### src/rtl/run_sequencer.sv
// Host-side run sequencer: loads operands into data memory, resets and starts the core,
// waits for done with a timeout, then streams result bytes back out of data memory.
module run_sequencer #(
   parameter int AW      = 8,
   parameter int LOAD_LO = 0,
   parameter int LOAD_N  = 64,
   parameter int RES_LO  = 64,
   parameter int RES_N   = 64,
   parameter int RST_CYC = 2,
   parameter int TIMEOUT = 4096,
   parameter int CW      = 16
) (
   input  logic          clk,
   input  logic          reset,
   input  logic          start,
   input  logic          ld_valid,
   input  logic [7:0]    ld_data,
   output logic          ld_ready,
   output logic          res_valid,
   output logic [7:0]    res_data,
   input  logic          res_ready,
   output logic          mem_wr_en,
   output logic [AW-1:0] mem_addr,
   output logic [7:0]    mem_wr_data,
   input  logic [7:0]    mem_rd_data,
   output logic          dut_reset,
   output logic          dut_req,
   input  logic          dut_done,
   output logic          busy,
   output logic          finished,
   output logic          timed_out,
   output logic [CW-1:0] run_cycles
);

   typedef enum logic [2:0] {
      S_IDLE = 3'd0,
      S_LOAD = 3'd1,
      S_RST  = 3'd2,
      S_REQ  = 3'd3,
      S_RUN  = 3'd4,
      S_READ = 3'd5,
      S_DONE = 3'd6,
      S_ERR  = 3'd7
   } state_t;

   localparam int IW = 16;
   localparam logic [IW-1:0] LOAD_LAST = IW'(LOAD_N - 1);
   localparam logic [IW-1:0] RST_LAST  = IW'(RST_CYC - 1);
   localparam logic [IW-1:0] RES_LAST  = IW'(RES_N - 1);
   localparam logic [CW-1:0] CNT_MAX   = {CW{1'b1}};
   // A timeout beyond the counter range collapses onto the saturation value.
   localparam logic [CW-1:0] TMO_LIM   = (64'(TIMEOUT) >= 64'(CNT_MAX)) ? CNT_MAX : CW'(TIMEOUT);

   state_t        state_r, state_s;
   logic [IW-1:0] idx_r, idx_s;
   logic [CW-1:0] run_cycles_r, run_cycles_s, cyc_inc_s;
   logic [AW-1:0] load_addr_s, res_addr_s;

   assign cyc_inc_s   = (run_cycles_r == CNT_MAX) ? CNT_MAX : run_cycles_r + CW'(1);
   assign load_addr_s = AW'(LOAD_LO) + AW'(idx_r);
   assign res_addr_s  = AW'(RES_LO) + AW'(idx_r);

   // State, index and run-cycle registers.
   always_ff @(posedge clk) begin
      if (reset) begin
         state_r      <= S_IDLE;
         idx_r        <= '0;
         run_cycles_r <= '0;
      end else begin
         state_r      <= state_s;
         idx_r        <= idx_s;
         run_cycles_r <= run_cycles_s;
      end
   end

   // Next-state, index and run-cycle update.
   always_comb begin
      state_s      = state_r;
      idx_s        = idx_r;
      run_cycles_s = run_cycles_r;
      case (state_r)
         S_IDLE, S_ERR: begin
            if (start) begin
               state_s      = (LOAD_N == 0) ? S_RST : S_LOAD;
               idx_s        = '0;
               run_cycles_s = '0;
            end else begin
               state_s = state_r;
            end
         end
         S_LOAD: begin
            if (ld_valid && (idx_r == LOAD_LAST)) begin
               state_s = S_RST;
               idx_s   = '0;
            end else if (ld_valid) begin
               idx_s = idx_r + IW'(1);
            end else begin
               idx_s = idx_r;
            end
         end
         S_RST: begin
            if ((RST_CYC <= 1) || (idx_r == RST_LAST)) begin
               state_s = S_REQ;
               idx_s   = '0;
            end else begin
               idx_s = idx_r + IW'(1);
            end
         end
         S_REQ: begin
            state_s      = S_RUN;
            run_cycles_s = '0;
         end
         // Done takes priority over timeout when both land on the same cycle.
         S_RUN: begin
            run_cycles_s = cyc_inc_s;
            if (dut_done) begin
               state_s = (RES_N == 0) ? S_DONE : S_READ;
            end else if (cyc_inc_s >= TMO_LIM) begin
               state_s = S_ERR;
            end else begin
               state_s = S_RUN;
            end
         end
         S_READ: begin
            if (res_ready && (idx_r == RES_LAST)) begin
               state_s = S_DONE;
               idx_s   = '0;
            end else if (res_ready) begin
               idx_s = idx_r + IW'(1);
            end else begin
               idx_s = idx_r;
            end
         end
         S_DONE:  state_s = S_IDLE;
         default: state_s = S_IDLE;
      endcase
   end

   // Output decode from the registered state.
   always_comb begin
      ld_ready    = (state_r == S_LOAD);
      mem_wr_en   = (state_r == S_LOAD) && ld_valid;
      mem_wr_data = (state_r == S_LOAD) ? ld_data : 8'h00;
      res_valid   = (state_r == S_READ);
      res_data    = (state_r == S_READ) ? mem_rd_data : 8'h00;
      dut_reset   = (state_r == S_RST);
      dut_req     = (state_r == S_REQ);
      busy        = (state_r != S_IDLE) && (state_r != S_ERR);
      finished    = (state_r == S_DONE);
      timed_out   = (state_r == S_ERR);
      run_cycles  = run_cycles_r;
      if (state_r == S_LOAD) begin
         mem_addr = load_addr_s;
      end else if (state_r == S_READ) begin
         mem_addr = res_addr_s;
      end else begin
         mem_addr = '0;
      end
   end

endmodule

### config.mk
export PLATFORM = sky130hd
export DESIGN_NAME = run_sequencer
export DESIGN_NICKNAME = d
export VERILOG_FILES = /design/src/rtl/run_sequencer.sv
export SDC_FILE = /design/constraint.sdc
export NUM_CORES = 1
export LEC_CHECK = 0
export CORE_MARGIN = 3
export CORE_UTILIZATION = 43
export DETAILED_ROUTE_END_ITERATION = 12
export PLACE_DENSITY = 0.86
export SLEW_MARGIN = 25
export SYNTH_ARGS = -nofsm -noshare
export SYNTH_HDL_FRONTEND = slang
export SYNTH_SLANG_ARGS = --single-unit
### constraint.sdc
create_clock -name clk -period 1.95 [get_ports clk]
set_input_delay 0.585 -clock clk [delete_from_list [all_inputs] [get_ports clk]]
set_output_delay 0.585 -clock clk [all_outputs]
set_load 0.01 [all_outputs]
==> run metrics, run 1 <==
drt drc=0; Critical Path AT=2.31 ns; gr ovfl total=0; row count=26; IO Port Bufs=69; Root Buffer=clkbuf_8; ant diodes=0; Post-Route Skew=~0.0062 ns; Pleak=approximately 1.7 nW; CTS buffer count=5; Syn-to-layout area delta=72.2%; Min-Delay Path Class=reg -> reg; Pwr Total=roughly 4.9 mW; nets@finish=roughly 460; DR vias/cell=around 6.3; required time of the critical path=approximately 2.1 ns; number of cells after detailed placement=470; largest net degree at the start of global routing=15; status=finished, violations left; first-pass GRT wire length=~13 mm; Distinct cells, synth=55; max_cap viols=0; Antenna Nets Post-Route=0; failing checks=negative setup slack; RSZ-0062 raised after global routing=true; Finished Cell Area=~4100 sq um; setup violators final=between 50 and 60; Worst slew margin=67.1%; setup ws final=-0.208 ns; DP Wirelength=between 5 and 6 mm; Cell Area, Synth=2390 sq um; core area=5240 sq um; Max Fanout on Critical Path=6; Layout Cells excl Fill=~500; CTS tree=done; vias in the first global route=roughly 2700; Vias=approximately 3100; I/O pin cnt=70; average size of a mapped cell=8.16 sq um; ys async rst share=0%; Hold Fails Final Rpt=0; layer with the highest usage=met2; post-synth top area cell=dfxtp_1; final wirelength=9.88 mm; Syn Nets=roughly 320; Routed wire per std cell=about 20 um; Power Dens Cells=~1200 nW/um^2; crit end category=flop; Reg clk slew, reported paths=around 0.08 ns; # hold bufs at CTS=0; Clock Sinks=35; setup tns final=-5.35 ns; YS warnings=0; final core area utilization=78.6%; starting DRC count in detailed routing=a little over 300; height of the die=around 81 um; initial antenna violation count=0; Worst Setup Path Type=reg -> reg; routability cong.=0.948; Fmax=~460 MHz; sequential share of the synthesized area=29.3%; Tcrit/Tclk final=111%; Setup WS pre-CTS=-0.364 ns; final hold slack=0.513 ns; clk buf depth=2; met2 Usage GRT=~44%; Yosys reg bits=35; Slew Viols, Final=0; met1 Use GR=a little under a third; peak supply drop=between 0.6 and 0.7 mV; Startpoint Class=flop; iteration count of the initial detailed-routing pass=7; Total GRT Usage=24.9%; layout cell share with drive strength beyond 1=roughly 43%; starting density of the core=a little under half; Post-synth EDFFs=0; placed inst area=approximately 3500 sq um; full die area=roughly 6500 sq um; GR Util met3=under 10%; Synth top area share=between 20 and 30%; Tmin final=2.16 ns; clk_lat worst skew=about 0.3 ns; top_reg_cell synth=dfxtp_1; top post-synthesis cells by area=dfxtp_1, and2_1, ha_1; chip width=a little over 80 um; Worst Tran Pin Value=roughly 0.48 ns; Mapped Cells=293; H-tree levels=2
-- cell families after synthesis --
group | after synthesis | synth area share [%]
adder cells (fa/ha/maj) | 9 | 4.71
XOR/XNOR | 13 | 4.76
multiplexers | 7 | 3.19
AO/OA/AOI/OAI | 58 | 17.5
AND/OR/NAND/NOR | 142 | 35.3
buffers and inverters | 29 | 5.23
flip-flops | 35 | 29.3
-- sequential cells by signal (all words and copies together), names as in the netlist --
signal and cells:
idx_r 16, run_cycles 16, state_r 3
-- layout by cell type (no fill, tap or decap), types with 4 or more instances in the layout --
cell             instances
nand2_1                 11
nor2_4                   4
nand3_1                 12
nor3_1                   7
nand4_1                  9
o21ai_0                  4
buf_6                   17
and3_1                  16
nor2_1                  18
dfxtp_2                  6
dfxtp_1                 27
nor2_2                   6
clkdlybuf4s50_1         37
ha_1                     5
xnor2_1                  9
a21oi_1                 12
inv_1                    8
clkbuf_8                 7
nor4_4                   4
and4_1                   4
a211oi_1                 4
o31ai_1                  6
buf_2                    7
clkdlybuf4s15_2          6
buf_4                   56
clkbuf_2                18
and2_1                  19
-- worst max-delay path, cell delays in order, from the launching register on --
cell       delay (ns)
dfxtp_4          0.36
buf_6            0.12
ha_4             0.16
mux2_4           0.27
buf_6            0.12
buf_6            0.11
a21oi_1          0.14
buf_4            0.17
buf_4            0.12
nor2_1           0.04
a2111oi_0        0.39
-- layout make-up --
| type | instances | area, sq um |
|---|---|---|
| fill | 329 | 1120 |
| clock buffer | 8 | 100 |
| timing repair buffer | 146 | 1270 |
| sequential | 35 | 716 |
| inverter | 10 | 40.0 |
| multi-input combinational | 230 | 1900 |
| tap | 70 | 87.6 |
-- path summary, 6_finish.rpt --
kind,startpoint,to,slack (ns),cells after the start
max,state_r[1],run_cycles[7],-0.21,10
max reg2reg,state_r[1],run_cycles[7],-0.21,10
min,run_cycles[9],run_cycles[9],0.51,2
min reg2reg,run_cycles[9],run_cycles[9],0.51,2
-- layer usage --
metal  share of wire [%]  wire, um  vias to the layer above
li1                    -         -                     1355
met1                  37      3670                     1457
met2                  46      4560                      256
met3                  11      1100                       73
met4                 5.6       550                        0
met5                   0         0                        -
-- power by group --
group / internal (mW) / switching [mW] / total [mW]
clock: 0.323 / 0.280 / 0.603
combinational: 1.73 / 1.74 / 3.46
sequential: 0.761 / 0.0510 / 0.812
total: 2.81 / 2.07 / 4.88
-- what timing repair did --
| item | in CTS | in global routing |
|---|---|---|
| endpoints found under the setup margin | 56 | 66 |
| cloned | 2 | 3 |
| hold endpoints to repair | 0 | 0 |
| resized for setup | 87 | 122 |
| setup buffers | 5 | 13 |
| pin swaps | 6 | 38 |
-- cells in the mapped netlist (5+ instances only) --
| master | count |
|---|---|
| o31ai_1 | 7 |
| nand4_1 | 9 |
| inv_1 | 10 |
| mux2i_1 | 5 |
| a21oi_1 | 15 |
| nor3_1 | 12 |
| clkbuf_1 | 11 |
| nor2_1 | 27 |
| and2_1 | 20 |
| nor2b_1 | 6 |
| a211oi_1 | 7 |
| nor4_1 | 5 |
| and3_1 | 16 |
| ha_1 | 9 |
| o21ai_0 | 5 |
| nand3_1 | 12 |
| nand2_1 | 12 |
| buf_2 | 6 |
| xnor2_1 | 11 |
| dfxtp_1 | 35 |
(Power assumes the default switching activity.)
==> inputs of run 2 (changes only) <==
- CELL_PAD_IN_SITES_DETAIL_PLACEMENT: not set -> 0
- CELL_PAD_IN_SITES_GLOBAL_PLACEMENT: not set -> 1
- CORE_UTILIZATION: 43 -> 31
- PLACE_DENSITY: 0.86 -> 0.85
- SKIP_LAST_GASP: not set -> 1
==> run 2 against run 1 <==
Against the previous run: the flow still finishes with violations (negative setup slack); design area fell by 5.3%; global-route usage is 7.5 points lower; setup slack better by 0.15 ns; via count decreased by 14%; routed wire length down 20%; highest routed layer unchanged.
==> run metrics, run 2 (same netlist as run 1, synthesis figures left out) <==
Tmin final=a little over 2 ns; commonest non-fill, non-tap cell in the layout=buf_4; final hold slack=0.547 ns; Worst Setup Path Type=reg -> out; Pwr Total=just over 4 mW; Fill cells=~700; chip width=approximately 94 um; Min-Delay Path Class=reg -> reg; DR vias/cell=slightly above 5; vias in the first global route=2572; H-tree levels=2; Hold Fails Final Rpt=0; starting DRC count in detailed routing=174; setup tns final=-0.813 ns; full die area=between 8000 and 9000 sq um; failing checks=negative setup slack; Tcrit/Tclk final=103%; DP Wirelength=5.38 mm; Routed wire per std cell=15.3 um; routability cong.=around 0.84; clk_lat worst skew=approximately 0.28 ns; starting density of the core=roughly a third; gr ovfl total=0; setup violators final=22; Post-Route Skew=0.00520 ns; Syn-to-layout area delta=63.1%; Reg clk slew, reported paths=0.07 ns; drt drc=0; core area=approximately 7400 sq um; IO Port Bufs=between 60 and 70; RSZ-0062 raised after global routing=true; final wirelength=7.95 mm; launch point of the worst reg-to-reg path=state_r[1]; R2R cell count=8; Hold Path Stages=2; row count=31; Vias=about 2700; CTS buffer count=5; Fmax=a little under 500 MHz; Power Dens Cells=approximately 1100 nW/um^2; first-pass GRT wire length=12.4 mm; status=finished, violations left; iteration count of the initial detailed-routing pass=5; layout cell share with drive strength beyond 1=approximately 39%; Pleak=between 1.5 and 2 nW; peak supply drop=around 0.37 mV; crit end category=primary output; largest net degree at the start of global routing=16; min-delay src=idx_r[15]; Worst Tran Pin Value=0.359 ns; # hold bufs at CTS=0; max_cap viols=0; Root Buffer=clkbuf_8; I/O pin cnt=70; initial antenna violation count=0; most frequent cells in the layout=buf_4, clkdlybuf4s50_1, dfxtp_1; height of the die=about 94 um; Critical Path AT=~1.4 ns; Worst Setup SP=state_r[1]; Setup WS pre-CTS=-0.365 ns; ant diodes=0; clk buf depth=2; required time of the critical path=roughly 1.4 ns; Total GRT Usage=between 10% and 20%; Clock Sinks=35; Antenna Nets Post-Route=0; setup ws final=-0.0601 ns; Worst slew margin=76.1%; Slew Viols, Final=0; Startpoint Class=flop; Max Fanout on Critical Path=5; nets@finish=~450; CTS tree=done
==> run 2: metal layers <==
| layer | GRT usage, % | wire, um | vias up |
|---|---|---|---|
| li1 | - | - | 1332 |
| met1 | 22.1 | 3480 | 1265 |
| met2 | 29.1 | 3740 | 91 |
| met3 | 4.17 | 625 | 8 |
| met4 | 5.29 | 97 | 0 |
| met5 | 0 | 0 | - |
==> run 2: where the power goes <==
group          internal (mW)  total, mW  switching, mW
Sequential             0.765      0.822         0.0569
Clock                  0.238      0.491          0.253
Combinational           1.39       2.79           1.40
==> run 2: worst paths after layout <==
path / slack, ns / endpoint
setup / recovery: -0.06 / mem_wr_data[5]
hold / removal: 0.55 / idx_r[15]
hold reg to reg: 0.55 / idx_r[15]
setup reg to reg: -0.04 / idx_r[10]
==> run 2: timing repair <==
item	4_1_cts	5_1_grt
pin swaps	13	18
setup endpoints to repair	53	57
cloned	1	2
setup buffers	4	9
endpoints found under the hold margin	0	0
gates resized for setup	144	42
==> run 2: critical path, stage by stage, from the launching register on <==
cell and delay, ns:
dfxtp_4 0.35, inv_2 0.09, ha_4 0.17, nor2b_4 0.14, buf_2 0.14, and2_1 0.12, buf_2 0.12
==> run 2: metrics by stage <==
step	utilization, %	instance area (sq um)	instances
after floorplan	-	2400	293
after global placement	48.3	3560	497
after detailed placement	48.3	3560	497
after CTS	50.1	3690	508
after global routing	52.9	3900	519
final	52.9	3900	519
==> run 2: final cells by class <==
cell class / instances / area [sq um] / share of cell area (%)
multi-input combinational: 230 / 1790 / 46.0
timing repair buffer: 139 / 1150 / 29.6
tap: 99 / 124 / 3.18
sequential: 35 / 718 / 18.4
clock buffer: 6 / 72.6 / 1.86
inverter: 10 / 37.5 / 0.962
==> inputs of run 3 (changes only) <==
- PLACE_DENSITY: 0.85 -> 0.77
- RECOVER_POWER: not set -> 100
==> run 3 against run 2 <==
Against the previous run: the run still ends with negative setup slack left; hold slack improved by 0.016 ns; clock power increased by 42%; flip-flop and latch count unchanged; critical endpoint is now dut_req.
==> run metrics, run 3 (same netlist as run 1, synthesis figures left out) <==
clock power share=around 16%; crit end category=primary output; Worst Tran Pin Value=around 0.42 ns; cell internal pwr=between 2 and 3 mW; commonest non-fill, non-tap cell in the layout=buf_4; peak supply drop=0.329 mV; Worst slew margin=71.7%; Fmax=506 MHz; drt drc=0; number of cells after detailed placement=508; CTS buffer count=5; Total GRT Usage=around 17%; most frequent cells in the layout=buf_4, clkdlybuf4s50_1, dfxtp_1; I/O pin cnt=70; Tcrit/Tclk final=101%; Reg power frac=18.6%; DP Wirelength=between 5 and 6 mm; final wirelength=~7.8 mm; gr ovfl total=0; Pwr Total=approximately 4.3 mW; required time of the critical path=roughly 1.4 ns; CTS tree=done; setup ws final=-0.0281 ns; row count=31; clk buf depth=2; status=finished, violations left; height of the die=93.8 um; core area=approximately 7400 sq um; starting DRC count in detailed routing=~110; Tmin final=between 1.5 and 2 ns; starting density of the core=32.4%; ant diodes=0; Comb pwr share=65.3%; Layout Cells excl Fill=between 500 and 600; routability cong.=just over 0.8; Startpoint Class=flop; Critical Path AT=approximately 1.4 ns; Hold Fails Final Rpt=0; Min-Delay Path Class=reg -> reg; first-pass GRT wire length=between 10 and 15 mm; sw frac=between 30 and 40%; Pleak=about 1.6 nW; Slew Viols, Final=0; Root Buffer=clkbuf_8; DR vias/cell=between 5 and 6; Syn-to-layout area delta=68.8%; iteration count of the initial detailed-routing pass=4; Post-Route Skew=between 0.003 and 0.004 ns; failing checks=negative setup slack; nets@finish=about 460; full die area=slightly below 9000 sq um; Vias=~2700; Power Dens Cells=1070 nW/um^2; Routed wire per std cell=roughly 15 um; max_cap viols=0; chip width=93.8 um; Max Fanout on Critical Path=4; worst reg-to-reg setup slack=-0.01 ns; IO Port Bufs=between 60 and 70; setup violators final=6; clk_lat worst skew=roughly 0.29 ns; initial antenna violation count=0; largest net degree at the start of global routing=17; Worst Setup Path Type=reg -> out; Clock Sinks=35; Reg clk slew, reported paths=about 0.070 ns; H-tree levels=2; Psw=1.72 mW; Antenna Nets Post-Route=0; setup tns final=-0.0720 ns; layout cell share with drive strength beyond 1=between 40 and 50%; RSZ-0062 raised after global routing=true; vias in the first global route=2523
run 3: changes by cell type in the layout (fill, tap and decap cells not counted), sizes merged:
cell           previous run  this run
dlymetal6s2s              1         0
clkdlybuf4s25             0         1
clkdlybuf4s15             4         2
clkinv                    0         1
clkdlybuf4s50            36        35
bufinv                    0         1
buf                      93       100
dlygate4sd3               0         1
nor2b                     6         7
run 3: worst paths after layout:
path,depth (start not counted),startpoint,endpoint
min reg2reg,2,run_cycles[5],run_cycles[5]
max,4,state_r[0],dut_req
min,2,run_cycles[5],run_cycles[5]
max reg2reg,9,state_r[0],run_cycles[15]
run 3: timing repair:
item	in CTS	in global routing
buffers inserted	6	3
cloned	1	2
hold buffers	0	0
pin swaps	3	13
resized for setup	138	72
endpoints found under the setup margin	51	66
run 3: routing by layer:
metal	vias up	wire [um]	global-route usage, %
li1	1353	-	-
met1	1276	3660	23.0
met2	91	3580	27.7
met3	6	534	3.53
met4	0	40	4.33
met5	-	0	0
run 3: power groups by stage:
stage	sequential, mW	clock (mW)	combinational (mW)
6_report	0.807	0.696	2.83
5_1_grt	0.815	0.746	3.04
4_1_cts	0.797	0.712	2.39
3_5_place_dp	0.799	0	2.20
3_3_place_gp	0.796	0	2.19
2_1_floorplan	0.809	0	1.11
run 3: area by class of cell:
cell class,instances,area (sq um)
Multi-Input combinational cell,231,1780
Fill cell,696,3330
Sequential cell,35,719
Timing Repair Buffer,144,1250
Inverter,10,42.5
Clock inverter,2,35.0
Tap cell,99,124
Clock buffer,6,82.6
run 3: per-stage QoR:
| stage | utilization (%) | setup WS (ns) | area (sq um) | hold WS, ns |
|---|---|---|---|---|
| floorplan | - | 0.0324 | 2400 | 0.485 |
| global placement | 49.4 | -0.346 | 3640 | 0.532 |
| detailed placement | 49.4 | -0.357 | 3640 | 0.534 |
| CTS | 51.3 | -0.0471 | 3780 | 0.555 |
| global route | 54.8 | -0.100 | 4040 | 0.584 |
| finish | 54.8 | -0.0281 | 4040 | 0.562 |
run 3: worst max-delay path: stages (launching register included):
cell and delay (ns):
dfxtp_4 0.37, ha_1 0.21, buf_4 0.15, nor2b_2 0.15, clkdlybuf4s15_2 0.22
